`src/rtl/gnrl_fifo.sv`:
```
// rtl/gnrl_fifo.sv - parameterised synchronous valid/ready FIFO built on the general flop library

// Reset flop with load enable: pointer and occupancy state.
module gnrl_dfflr #(
   parameter int DW = 1
) (
   input  logic          clk,
   input  logic          rst_n,
   input  logic          lden_i,
   input  logic [DW-1:0] dnxt_i,
   output logic [DW-1:0] qout_o
);

   logic [DW-1:0] qout_q;

   // Asynchronous clear, load only when enabled.
   always_ff @(posedge clk or negedge rst_n) begin
      if (!rst_n) begin
         qout_q <= '0;
      end else if (lden_i) begin
         qout_q <= dnxt_i;
      end
   end

   assign qout_o = qout_q;

endmodule

// Load-enable flop without reset: storage entries, content is don't-care until written.
module gnrl_dffl #(
   parameter int DW = 1
) (
   input  logic          clk,
   input  logic          lden_i,
   input  logic [DW-1:0] dnxt_i,
   output logic [DW-1:0] qout_o
);

   logic [DW-1:0] qout_q;

   // Capture new data only when enabled.
   always_ff @(posedge clk) begin
      if (lden_i) begin
         qout_q <= dnxt_i;
      end
   end

   assign qout_o = qout_q;

endmodule

// FIFO top: pointers carry an extra wrap bit so full and empty are distinguishable.
module gnrl_fifo #(
   parameter int DP = 4,
   parameter int DW = 32
) (
   input  logic                     clk,
   input  logic                     rst_n,
   input  logic                     flush,
   input  logic                     i_vld,
   output logic                     i_rdy,
   input  logic [DW-1:0]            i_dat,
   output logic                     o_vld,
   input  logic                     o_rdy,
   output logic [DW-1:0]            o_dat,
   output logic [$clog2(DP):0]      cnt
);

   localparam int AW = $clog2(DP);

   logic [AW:0]   wptr_q;
   logic [AW:0]   wptr_d;
   logic [AW:0]   rptr_q;
   logic [AW:0]   rptr_d;
   logic [AW:0]   cnt_q;
   logic [AW:0]   cnt_d;
   logic          ptr_en;
   logic          cnt_en;
   logic          full;
   logic          empty;
   logic          push;
   logic          pop;
   logic [DW-1:0] mem_q [DP];

   // Status decoded from registered pointers only, so ready never depends on o_rdy.
   always_comb begin
      empty = (wptr_q == rptr_q);
      full  = (wptr_q[AW-1:0] == rptr_q[AW-1:0]) && (wptr_q[AW] != rptr_q[AW]);
      i_rdy = !full;
      o_vld = !empty;
      push  = i_vld & i_rdy;
      pop   = o_vld & o_rdy;
   end

   // Next pointer and occupancy; flush overrides any push or pop in the same cycle.
   always_comb begin
      wptr_d = wptr_q;
      rptr_d = rptr_q;
      cnt_d  = cnt_q;
      ptr_en = flush | push | pop;
      cnt_en = flush | (push ^ pop);
      if (flush) begin
         wptr_d = '0;
         rptr_d = '0;
         cnt_d  = '0;
      end else begin
         if (push) begin
            wptr_d = wptr_q + {{AW{1'b0}}, 1'b1};
         end
         if (pop) begin
            rptr_d = rptr_q + {{AW{1'b0}}, 1'b1};
         end
         if (push && !pop) begin
            cnt_d = cnt_q + {{AW{1'b0}}, 1'b1};
         end else if (pop && !push) begin
            cnt_d = cnt_q - {{AW{1'b0}}, 1'b1};
         end
      end
   end

   gnrl_dfflr #(.DW(AW+1)) u_wptr (
      .clk    (clk),
      .rst_n  (rst_n),
      .lden_i (ptr_en),
      .dnxt_i (wptr_d),
      .qout_o (wptr_q)
   );

   gnrl_dfflr #(.DW(AW+1)) u_rptr (
      .clk    (clk),
      .rst_n  (rst_n),
      .lden_i (ptr_en),
      .dnxt_i (rptr_d),
      .qout_o (rptr_q)
   );

   gnrl_dfflr #(.DW(AW+1)) u_cnt (
      .clk    (clk),
      .rst_n  (rst_n),
      .lden_i (cnt_en),
      .dnxt_i (cnt_d),
      .qout_o (cnt_q)
   );

   // One load-enable flop per entry; a push during flush is discarded.
   for (genvar gi = 0; gi < DP; gi++) begin : g_mem
      logic wen;
      assign wen = push & ~flush & (wptr_q[AW-1:0] == gi[AW-1:0]);
      gnrl_dffl #(.DW(DW)) u_ent (
         .clk    (clk),
         .lden_i (wen),
         .dnxt_i (i_dat),
         .qout_o (mem_q[gi])
      );
   end

   assign o_dat = mem_q[rptr_q[AW-1:0]];
   assign cnt   = cnt_q;

endmodule

```
`config.mk`:
```
export PLATFORM = sky130hd
export DESIGN_NAME = gnrl_fifo
export DESIGN_NICKNAME = d
export VERILOG_FILES = /design/src/rtl/gnrl_fifo.sv
export SDC_FILE = /design/constraint.sdc
export NUM_CORES = 1
export LEC_CHECK = 0
export ABC_CLOCK_PERIOD_IN_PS = 2600
export BUFFER_PORTS_ARGS = -buffer_cell sky130_fd_sc_hd__clkbuf_2
export CAP_MARGIN = 20
export CORE_UTILIZATION = 45
export CTS_CLUSTER_DIAMETER = 120
export DETAILED_ROUTE_END_ITERATION = 10
export GPL_TIMING_DRIVEN = 0
export SYNTH_ARGS = -nofsm -noshare
export SYNTH_HDL_FRONTEND = slang
export SYNTH_HIERARCHICAL = 1
export SYNTH_SLANG_ARGS = --single-unit
export TNS_END_PERCENT = 10
```
`constraint.sdc`:
```
create_clock -name clk -period 2.6 [get_ports clk]
set_input_delay 0.39 -clock clk [delete_from_list [all_inputs] [get_ports clk]]
set_output_delay 0.39 -clock clk [all_outputs]
set_load 0.01 [all_outputs]
```
======== After elaboration in Yosys (flattened, before gate mapping) ========
Cells that the tools add are included.
storage, ports and cells
  output and inout port bits .............. 37
  flip-flop bits (word level) ............. 137
  logic and storage cells ................. 55
operators by class
  $add $sub $neg .......................... 4
  muxes and demuxes ....................... 10
  reduce and logical (&&, ||, !) cells .... 14
  equal/unequal tests ..................... 6
  bitwise operators ....................... 13
  magnitude comparators ................... 1
operator list
  cell                                                                   number
  32-bit binary-select mux with 2-bit select                             1
  32-bit two-way mux                                                     2
  3-bit two-way mux                                                      7
  3-bit by 1-bit adder with 3-bit output, second input constant          3
  1-bit AND                                                              7
  2-bit AND reduction                                                    3
  2-bit equality test, second input constant                             2
  1-bit zero test                                                        4
  2-bit nonzero test                                                     2
  3-bit equality test                                                    1
  3-bit greater-or-equal comparator, second input constant               1
  1-bit logical AND                                                      3
  2-bit inverter with 3-bit output                                       1
  1-bit OR                                                               3
  3-bit nonzero test                                                     1
  3-bit by 1-bit subtractor with 3-bit output, second input constant     1
  2-bit by 1-bit equality test with 1-bit output, second input constant  1
  2-bit equality test                                                    1
  2-bit zero test                                                        1
  1-bit inequality test                                                  1
  1-bit inverter                                                         1
  1-bit XOR                                                              1

======== Logic depth before layout (Yosys ltp) ========
Gate-level depths: netlist of the first run.
  depth after elaboration ................. 9
  depth in mapped cells ................... 9

======== Modules after synthesis ========
Netlist of the first run, hierarchy kept.
modules (own cells, without submodules)
  module      cells each  area an instance (um^2)  times used
  gnrl_dffl   32          960.9                    4
  gnrl_fifo   128         1382.6                   1
  gnrl_dfflr  6           108.9                    3

======== Worst setup path before layout of the first run ========
No wires, ideal clock.
  path kind ............................... reg-to-reg
  start point ............................. register u_rptr.qout_q[1], in the netlist u_rptr/qout_o[1]
  end point ............................... register g_mem[3].u_ent.qout_q[0] (enable)
  cell stages (with the launch flop) ...... 5
  buffers on the path ..................... 1
  data arrival time ....................... 1979 ps
  path slack .............................. 229 ps
  required time ........................... 2208 ps
  cells stage by stage .................... dfrtp_1 > buf_2 > xnor2_1 > a311oi_1 > and2_1
on the way
  longest elaborated chain between the ends .. 6
RTL lines
  element                  RTL line  RTL
  from (decl)              14        logic [DW-1:0] qout_q;
  from (signal assigned)   21        qout_q <= dnxt_i;
  2-bit equality test      88        full = (wptr_q[AW-1:0] == rptr_q[AW-1:0]) && (wptr_q[AW] != rptr_q[AW]);
  1-bit logical AND        88
  1-bit zero test          89        i_rdy = !full;
  1-bit AND                91        push = i_vld & i_rdy;
  1-bit AND (2 in series)  148       assign wen = push & ~flush & (wptr_q[AW-1:0] == gi[AW-1:0]);
  via g_mem[3].wen         147       logic wen;
  to (signal assigned)     44        qout_q <= dnxt_i;
  to (decl)                39        logic [DW-1:0] qout_q;
The timed path passes the listed nets, and every way through them passes these cells.
A chain may end at the register's enable or synchronous reset.

======== Worst setup path after layout of the first run ========
  start point ............................. register u_rptr.qout_q[1], in the netlist u_rptr/qout_o[1]
  end point ............................... output o_dat[19]
on the way
  longest elaborated chain between the ends .. 4
RTL lines
  element                                                 RTL line  RTL
  2-bit inverter with 3-bit output (implied by the code)  157       assign o_dat = mem_q[rptr_q[AW-1:0]];
  32-bit binary-select mux with 2-bit select              157
  32-bit two-way mux (implied by the code) (2 in series)  157
  to (decl)                                               65        output logic [DW-1:0] o_dat,
No other way between the ends. The select of a mux whose other input is x is not followed.

==> results of run 1 <==
-- cell families after synthesis --
logic type                 Yosys count  share of synthesized area (%)
DFF                                137                           73.3
muxes                               42                           15.0
and+or+nand+nor                     39                           3.99
AOI/OAI and AO/OA                   20                           2.55
buffers and inverters               20                           1.60
adders and majority gates            9                           2.03
xor gates and xnor gates             7                           1.58
-- final timing paths --
kind                                  start                   endpoint  slack (ps)  cells after the start
max                        u_rptr/qout_o[1]                  o_dat[19]          60                      4
max reg2reg                u_rptr/qout_o[1]  g_mem[2].u_ent/qout_o[10]         220                      5
min reg2reg                 u_cnt/qout_o[2]            u_cnt/qout_o[2]         550                      1
min in group asynchronous             rst_n           u_wptr/qout_o[2]         390                      2
min                               i_dat[21]  g_mem[3].u_ent/qout_o[21]         200                      1
max in group asynchronous             rst_n           u_rptr/qout_o[2]        2000                      2
-- worst reg2reg max path, delay by kind of cell, from the launching register on --
family          cells  cell delay [ps]
simple gates        1              560
compound gates      1              400
buf+inv             2              540
flops               1              380
xor+xnor            1              190
-- metal layers --
metal	vias up	GRT usage, %
li1	1319	-
met1	1432	22.1
met2	75	26.4
met3	6	6.59
met4	0	7.11
met5	-	0
-- what timing repair did --
item / 4_1_cts / 5_1_grt
setup buffers: 0 / 0
hold endpoints to repair: 9 / 0
setup endpoints to repair: 20 / 75
resized for setup: 2 / 4
hold buffers: 1 / 0
-- power groups by stage --
| stage | sequential, mW | clock (mW) | combinational (mW) |
|---|---|---|---|
| after floorplan | 2.80 | 0 | 1.13 |
| after CTS | 2.77 | 2.15 | 1.73 |
| final | 2.77 | 2.10 | 1.72 |
| after global placement | 2.81 | 0 | 1.66 |
| after global routing | 2.79 | 2.26 | 1.88 |
| after detailed placement | 2.81 | 0 | 1.73 |
-- per-stage QoR --
| stage | hold WS, ps | cells | setup slack (ps) | power (mW) |
|---|---|---|---|---|
| 6_report | 196 | 529 | 59.3 | 6.59 |
| 5_1_grt | 179 | 529 | -95.4 | 6.93 |
| 4_1_cts | 180 | 529 | 21.5 | 6.66 |
| 3_5_place_dp | 280 | 496 | 56.0 | 4.54 |
| 3_3_place_gp | 281 | 492 | -667 | 4.47 |
| 2_1_floorplan | 94.4 | 274 | 229 | 3.94 |
-- cell usage in the layout, fill, tap and decap left out, types with 5 or more instances in the layout --
| master | count |
|---|---|
| mux2_2 | 9 |
| clkbuf_16 | 17 |
| nand2_1 | 8 |
| mux4_2 | 32 |
| inv_1 | 8 |
| dfrtp_1 | 9 |
| ha_1 | 9 |
| clkinv_1 | 5 |
| clkbuf_1 | 6 |
| edfxtp_1 | 128 |
| clkbuf_2 | 73 |
| nand3_1 | 5 |
-- final cells by class --
| cell class | count | area, um2 |
|---|---|---|
| repair buffers | 76 | 475 |
| clock inverters | 12 | 83.8 |
| well taps | 147 | 184 |
| plain buffers | 12 | 66.3 |
| multi-input cells | 117 | 1410 |
| fillers | 938 | 5250 |
| inverters | 8 | 30.0 |
| clock buffers | 20 | 437 |
| flip-flops and latches | 137 | 4070 |
-- sequential cells by signal (all words and copies together) (netlist names) --
name,flops
g_mem.u_ent/qout_o,128
u_cnt/qout_o,3
u_rptr/qout_o,3
u_wptr/qout_o,3
==> metrics.txt, run 1 <==
DR vias=roughly 2800; mean area per synthesized cell=20.3 um2; Rel. slew slack=roughly half; crit-path leading delay family=buffers and inverters; power density over the cells=~1000 nW/um2; vias in the first global route=2959; maxcap violations=0; final design utilization=56.3%; CP bufs+invs=3; Worst EP required=between 2000 and 2500 ps; switching part of the total=between 20% and 30%; top cells by area, synth=edfxtp_1 69%, mux4_2 13%, dfrtp_1 4.1%; post-synthesis register bit count=approximately 140; Comb pwr share=a little over a quarter; # nets final=around 420; Final Skew=slightly below 8 ps; Post-synth EDFFs=128; largest net degree at the start of global routing=19; fin crit share=between 90% and 100%; Final Hold Viols=0; drt initial violations=a little under 200; fin crit period=between 2000 and 3000 ps; maximum clock rate=around 390 MHz; Diodes inserted=0; drt pass-1 iters=4; Seq/Total Area, Yosys=about three quarters; metal1 wirelength=around 4300 um; Clock Tree Buf Depth=2; Core Box Area=~12000 um2; critical path class=flip-flop to output pin; crit path capture type=output pin; Synth Cell Area=about 5600 um2; CTS Buf Count=17; residual DRC count=0; die footprint=12800 um2; Net Sw Power=about 1.8 mW; Post-Synthesis Cells=between 200 and 300; starting density of the core=between 40 and 50%; DIE WIDTH=between 100 and 150 um; max incr delay on CP=around 480 ps; post-synth top area cell=edfxtp_1; global placement routability congestion=0.806; sequential share of power=a little over two fifths; CP cell instances=buf_2, clkbuf_1, mux4_2, clkbuf_2; clock latency on the worst-skew pair=410 ps; Most used DFF post-synth=edfxtp_1; Synth top cells by count=128 x edfxtp_1, 32 x mux4_2, 9 x dfrtp_1, 9 x ha_1, 9 x mux2_2; Post-DRT Antenna Nets=0; Post-DP Area=~6200 um2; YS warnings=6; setup violators final=0; Post-Route WL=9860 um; CTS root buffer=clkbuf_16; syn_nets=320; Clock power frac=between 30% and 40%; status=complete, no violations; num ports=74; total gr overflow=0; RSZ-0062 raised after global routing=true; global-route usage over all layers=approximately 17%; met3 wire len=slightly below 600 um; Area Overhead vs Synth=21.7%; share of flip-flops with an asynchronous set or reset=6.57%; internal power=4.75 mW; P_leak=2.39 nW; critical path arrival=approximately 2200 ps; count leader, synth=edfxtp_1; startpoint types=flip-flop; Avg WL per Cell=roughly 19 um; Die Y=roughly 110 um; initial antenna violation count=0; top routing layer in use=met4; HP Class=input pin to flip-flop; Cell Rows=40; largest fanout on the critical path=10; slew at the pin closest to its max-slew limit=between 700 and 800 ps; CTS tree=built; Max Slew Vio Count=0; CTS H-Tree Depth=4; Sum Neg Setup Slack=0 ps; IO Port Bufs=a little over 70; Distinct cells, synth=42; share of layout cells above drive strength 1=roughly two fifths; routed vias/inst=between 5 and 6; slowest CP cell=clkbuf_1; clock sink total=approximately 140; Peak VDD IR=around 0.96 mV; Design Area, Final=about 6800 um2; top-area cell type share of the netlist area=between 60 and 70%; DP Wirelength=6460 um; routed length on met2=around 5000 um; Worst-path clk slew=50 ps; first-pass GRT wire length=around 16000 um
No activity file was read; power rests on OpenSTA's default activity.
==> inputs of run 2 (changes only) <==
SETUP_SLACK_MARGIN = 0.3   (was default)
==> metrics.txt, run 2 (synthesized netlist as in run 1, its figures left out) <==
Rel. slew slack=55.5% (+6.0 points); drt initial violations=207 (+4.5%); clock sink total=137 (unchanged); Final Skew=7.24 ps (-0.601 ps); power density over the cells=996 nW/um2 (+2.2%); num ports=74 (unchanged); crit path capture type=output pin; CTS H-Tree Depth=4 (unchanged); residual DRC count=0 (unchanged); hold path depth=1 (unchanged); setup violators final=0 (unchanged); CP cell instances=buf_12, buf_8, mux4_2, clkbuf_2; Max Slew Vio Count=0 (unchanged); most frequent cells in the layout=128 x edfxtp_1, 71 x clkbuf_2, 32 x mux4_2; die footprint=12800 um2 (unchanged); slew at the pin closest to its max-slew limit=663 ps (-91.9 ps); WP depth=4 (unchanged); HP Class=input pin to flip-flop; maxcap violations=0 (unchanged); share of layout cells above drive strength 1=44.4% (+3.3 points); Worst EP required=2210 ps (about the same); CTS Buf Count=17 (unchanged); Sum Neg Setup Slack=0 ps (unchanged); critical path arrival=1850 ps (-300 ps); largest fanout on the critical path=10 (unchanged); Design Area, Final=6940 um2 (+2.6%); routed vias/inst=5.48 (+2.4%); Clock Tree Buf Depth=2 (unchanged); P_leak=2.44 nW (+1.8%); Diodes inserted=0 (unchanged); starting density of the core=46.2% (unchanged); Final Hold Viols=0 (unchanged); Worst-path clk slew=60 ps (about the same); Worst R2R Start=u_wptr/qout_o[1]; global-route usage over all layers=18.0% (+0.87 points); startpoint types=flip-flop; status=complete, no violations; IO Port Bufs=71 (unchanged); CTS tree=built; DR vias=2906 (+2.6%); final std cells w/o fill=530 (+0.19%); global placement routability congestion=0.817 (+1.3%); Post-DRT Antenna Nets=0 (unchanged); RSZ-0062 raised after global routing=true; drt pass-1 iters=5 (+1); maximum clock rate=447 MHz (+14%); max reg flops=128 (unchanged); # nets final=417 (+0.48%); CP bufs+invs=3 (unchanged); placed cells=495 (-0.20%); Reg2Reg Depth=9 (+4); Cell Rows=40 (unchanged); DP Wirelength=6370 um (-1.4%); Hold Path End=g_mem[1].u_ent/qout_o[20]; Worst R2R Setup Slack=420 ps (+200 ps); Peak VDD IR=0.590 mV (-38%); Post-DP Area=6170 um2 (-0.56%); CTS root buffer=clkbuf_16; fin crit share=86.1% (-12 points); Area Overhead vs Synth=24.9%; clock latency on the worst-skew pair=410 ps (about the same); DIE WIDTH=113 um (unchanged); Die Y=113 um (unchanged); Core Box Area=12000 um2 (unchanged); vias in the first global route=2952 (-0.24%); fin crit period=2240 ps (-303 ps); max incr delay on CP=520 ps (+40 ps); first-pass GRT wire length=16300 um (+4.3%); crit-path leading delay family=multiplexers; Avg WL per Cell=19.3 um (+3.4%); largest net degree at the start of global routing=23 (+4); commonest non-fill, non-tap cell in the layout=edfxtp_1; critical path class=flip-flop to output pin; initial antenna violation count=1 (+1); HP Start=i_dat[20]; total gr overflow=0 (unchanged); reg2reg end=u_cnt/qout_o[2]; Post-Route WL=10200 um (+3.6%); slowest CP cell=mux4_2
run 2: worst register-to-register path, delay by kind of cell (launching register included):
| family | cells | cell delay [ps] |
|---|---|---|
| mux | 1 | 280 |
| buf+inv | 1 | 280 |
| xor+xnor | 1 | 260 |
| compound gates | 1 | 150 |
| flops | 1 | 390 |
| simple gates | 4 | 480 |
| fa+ha+maj | 1 | 240 |
run 2: report_power, final:
part | leakage (nW) | switching (mW) | internal, mW
clock | 0.269 | 0.855 | 1.39
combinational | 0.886 | 0.973 | 0.900
sequential | 1.28 | 0.113 | 2.67
run 2: worst max path at each step:
stage                          start                         to  slack (ps)
CTS                 u_rptr/qout_o[0]                  o_dat[30]         280
global placement    u_rptr/qout_o[1]  g_mem[1].u_ent/qout_o[24]        -650
detailed placement  u_rptr/qout_o[1]   g_mem[3].u_ent/qout_o[7]         -40
floorplan           u_rptr/qout_o[1]   g_mem[1].u_ent/qout_o[0]         230
finish              u_rptr/qout_o[0]                   o_dat[2]         360
global route        u_wptr/qout_o[1]            u_cnt/qout_o[2]         260
run 2: layer usage:
layer	vias up	GRT usage (%)	routed length, um
li1	1326	-	-
met1	1472	22.7	4230
met2	98	27.9	5110
met3	10	7.28	740
met4	0	7.81	135
met5	-	0	0
run 2: timing repair:
item / in CTS / in global routing
pin swaps: 1 / 0
buffers inserted: 0 / 2
hold buffers: 1 / 0
resized for setup: 22 / 16
setup endpoints to repair: 134 / 70
gates cloned: 1 / 0
endpoints found under the hold margin: 9 / 0
run 2: cell type report:
cell class              count  area, um2
repair buffers             77        455
multi-input cells         118       1510
flip-flops and latches    137       4070
clock buffers              18        429
well taps                 147        184
inverters                   8       30.0
fillers                   933       5070
plain buffers              12        125
clock inverters            13        128
run 2: stage by stage:
| stage | hold WS (ps) | power (mW) | setup WS (ps) | util, % |
|---|---|---|---|---|
| floorplan | 94.4 | 3.94 | 230 | - |
| global placement | 282 | 4.47 | -652 | 50.7 |
| detailed placement | 286 | 4.53 | -38.6 | 51.4 |
| CTS | 177 | 6.88 | 276 | 56.8 |
| global route | 179 | 7.24 | 263 | 57.8 |
| finish | 195 | 6.91 | 362 | 57.8 |
==> inputs of run 3 (changes only) <==
GPL_TIMING_DRIVEN = default   (was 0)
==> metrics.txt, run 3 (synthesized netlist as in run 1, its figures left out) <==
status=complete, no violations; global placement routability congestion=0.853 (+4.4%); clock latency on the worst-skew pair=420 ps (about the same); sequential share of power=42.0% (+1.7 points); Worst R2R Start=u_wptr/qout_o[0]; CP cell instances=buf_4, mux4_2, clkbuf_2; Diodes inserted=0 (unchanged); vias in the first global route=2836 (-3.9%); Peak VDD IR=0.523 mV (-11%); flip-flop and latch area=4070 um2 (unchanged); DIE WIDTH=113 um (unchanged); max incr delay on CP=530 ps (about the same); reg2reg end=u_cnt/qout_o[2]; Clock power frac=32.3% (-0.3 points); HP Class=input pin to flip-flop; fin crit share=87.8% (+1.8 points); slew at the pin closest to its max-slew limit=533 ps (-130 ps); Core Box Area=12000 um2 (unchanged); Final Hold Viols=0 (unchanged); drt initial violations=214 (+3.4%); CTS H-Tree Depth=4 (unchanged); startpoint types=flip-flop; Cell Rows=40 (unchanged); CTS tree=built; routed vias/inst=5.56 (+1.5%); IO Port Bufs=73 (+2.8%); Area Overhead vs Synth=21.7%; Worst R2R Setup Slack=410 ps (about the same); worst hold margin=186 ps (-9.04 ps); Net Sw Power=1.91 mW (-1.7%); Sum Neg Setup Slack=0 ps (unchanged); CP bufs+invs=2 (-1); critical path class=flip-flop to output pin; DP Wirelength=6100 um (-4.2%); drt pass-1 iters=4 (-1); Post-Route WL=10100 um (-0.66%); maximum clock rate=438 MHz (-2.0%); Reg2Reg Depth=7 (-2); clock sink total=137 (unchanged); CTS Buf Count=17 (unchanged); CTS root buffer=clkbuf_16; hold path depth=1 (unchanged); Post-DP Area=6150 um2 (-0.30%); total gr overflow=0 (unchanged); RSZ-0062 raised after global routing=true; Clock Tree Buf Depth=2 (unchanged); Worst-path clk slew=60 ps (about the same); residual DRC count=0 (unchanged); global-route usage over all layers=17.0% (-1.0 points); power density over the cells=987 nW/um2 (-0.83%); WP depth=3 (-1); switching part of the total=28.6% (+0.47 points); first-pass GRT wire length=15400 um (-5.6%); Design Area, Final=6760 um2 (-2.5%); Avg WL per Cell=19.3 um (about the same); most frequent cells in the layout=128 x edfxtp_1, 73 x clkbuf_2, 32 x mux4_2; HP Start=i_dat[25]; Comb pwr share=25.7% (-1.4 points); number of setup buffers added after CTS=0 (unchanged); Filler cells=963 (+3.2%); initial antenna violation count=0 (-1); Crit. Startpoint=u_rptr/qout_o[0]; P_leak=2.39 nW (-1.9%); Final Skew=14.4 ps (+7.12 ps); maxcap violations=0 (unchanged); Worst EP required=2210 ps (about the same); # nets final=414 (-0.72%); die footprint=12800 um2 (unchanged); num ports=74 (unchanged); Rel. slew slack=64.5% (+9.0 points); largest fanout on the critical path=10 (unchanged); fin crit period=2280 ps (+46.2 ps); Hold Path End=g_mem[2].u_ent/qout_o[25]; max reg flops=128 (unchanged); crit path capture type=output pin; crit-path leading delay family=multiplexers; DR vias=2926 (+0.69%); slowest CP cell=mux4_2; Max Slew Vio Count=0 (unchanged); critical path arrival=1890 ps (+40 ps); starting density of the core=46.2% (unchanged); commonest non-fill, non-tap cell in the layout=edfxtp_1; setup violators final=0 (unchanged); internal power=4.77 mW (-4.0%); largest net degree at the start of global routing=33 (+43%); Post-DRT Antenna Nets=0 (unchanged); share of layout cells above drive strength 1=44.1% (-0.32 points); Multi-input gate area=1430 um2 (-5.6%); Die Y=113 um (unchanged)
[run 3: cell types whose count changed in the layout (fill, tap and decap cells not counted), sizes merged]
cell | previous run | this run
bufinv | 2 | 1
clkinvlp | 2 | 3
clkinv | 7 | 6
and2 | 4 | 3
clkbuf | 94 | 92
[run 3: cell type report]
type	instances	share of cell area (%)
Timing Repair Buffer	87	7.63
Multi-Input combinational cell	117	21.1
Clock buffer	18	6.35
Clock inverter	12	1.50
Tap cell	147	2.72
Inverter	8	0.444
Sequential cell	137	60.2
[run 3: through the flow]
stage,power [mW],utilization (%),instances,setup WS [ps]
finish,6.68,56.3,526,316
global route,6.98,56.3,526,231
CTS,6.69,55.9,525,275
detailed placement,4.51,51.2,494,283
global placement,4.48,51.2,494,285
floorplan,3.94,-,274,230
[run 3: power groups by stage]
stage	Sequential (mW)	Combinational [mW]	Clock, mW
2_1_floorplan	2.80	1.13	0
3_3_place_gp	2.83	1.65	0
3_5_place_dp	2.84	1.67	0
4_1_cts	2.80	1.70	2.20
5_1_grt	2.83	1.87	2.29
6_report	2.81	1.72	2.15
[run 3: how the worst max path moves through the flow]
stage / slack [ps] / end
after CTS: 280 / o_dat[23]
after floorplan: 230 / g_mem[1].u_ent/qout_o[0]
final: 320 / o_dat[28]
after global placement: 280 / u_rptr/qout_o[1]
after global routing: 230 / o_dat[28]
after detailed placement: 280 / u_cnt/qout_o[2]
[run 3: per-layer routing]
layer  track usage (%)  share of wire (%)
met1              21.3                 42
met2              25.8                 49
met3              7.98                7.6
met4              6.84                1.4
met5                 0                  0
[run 3: repair_timing]
item                       CTS  global route
hold endpoints to repair     9             0
resized for setup            4             4
hold buffers                 1             0
setup endpoints to repair   30            66
gates cloned                 0             1
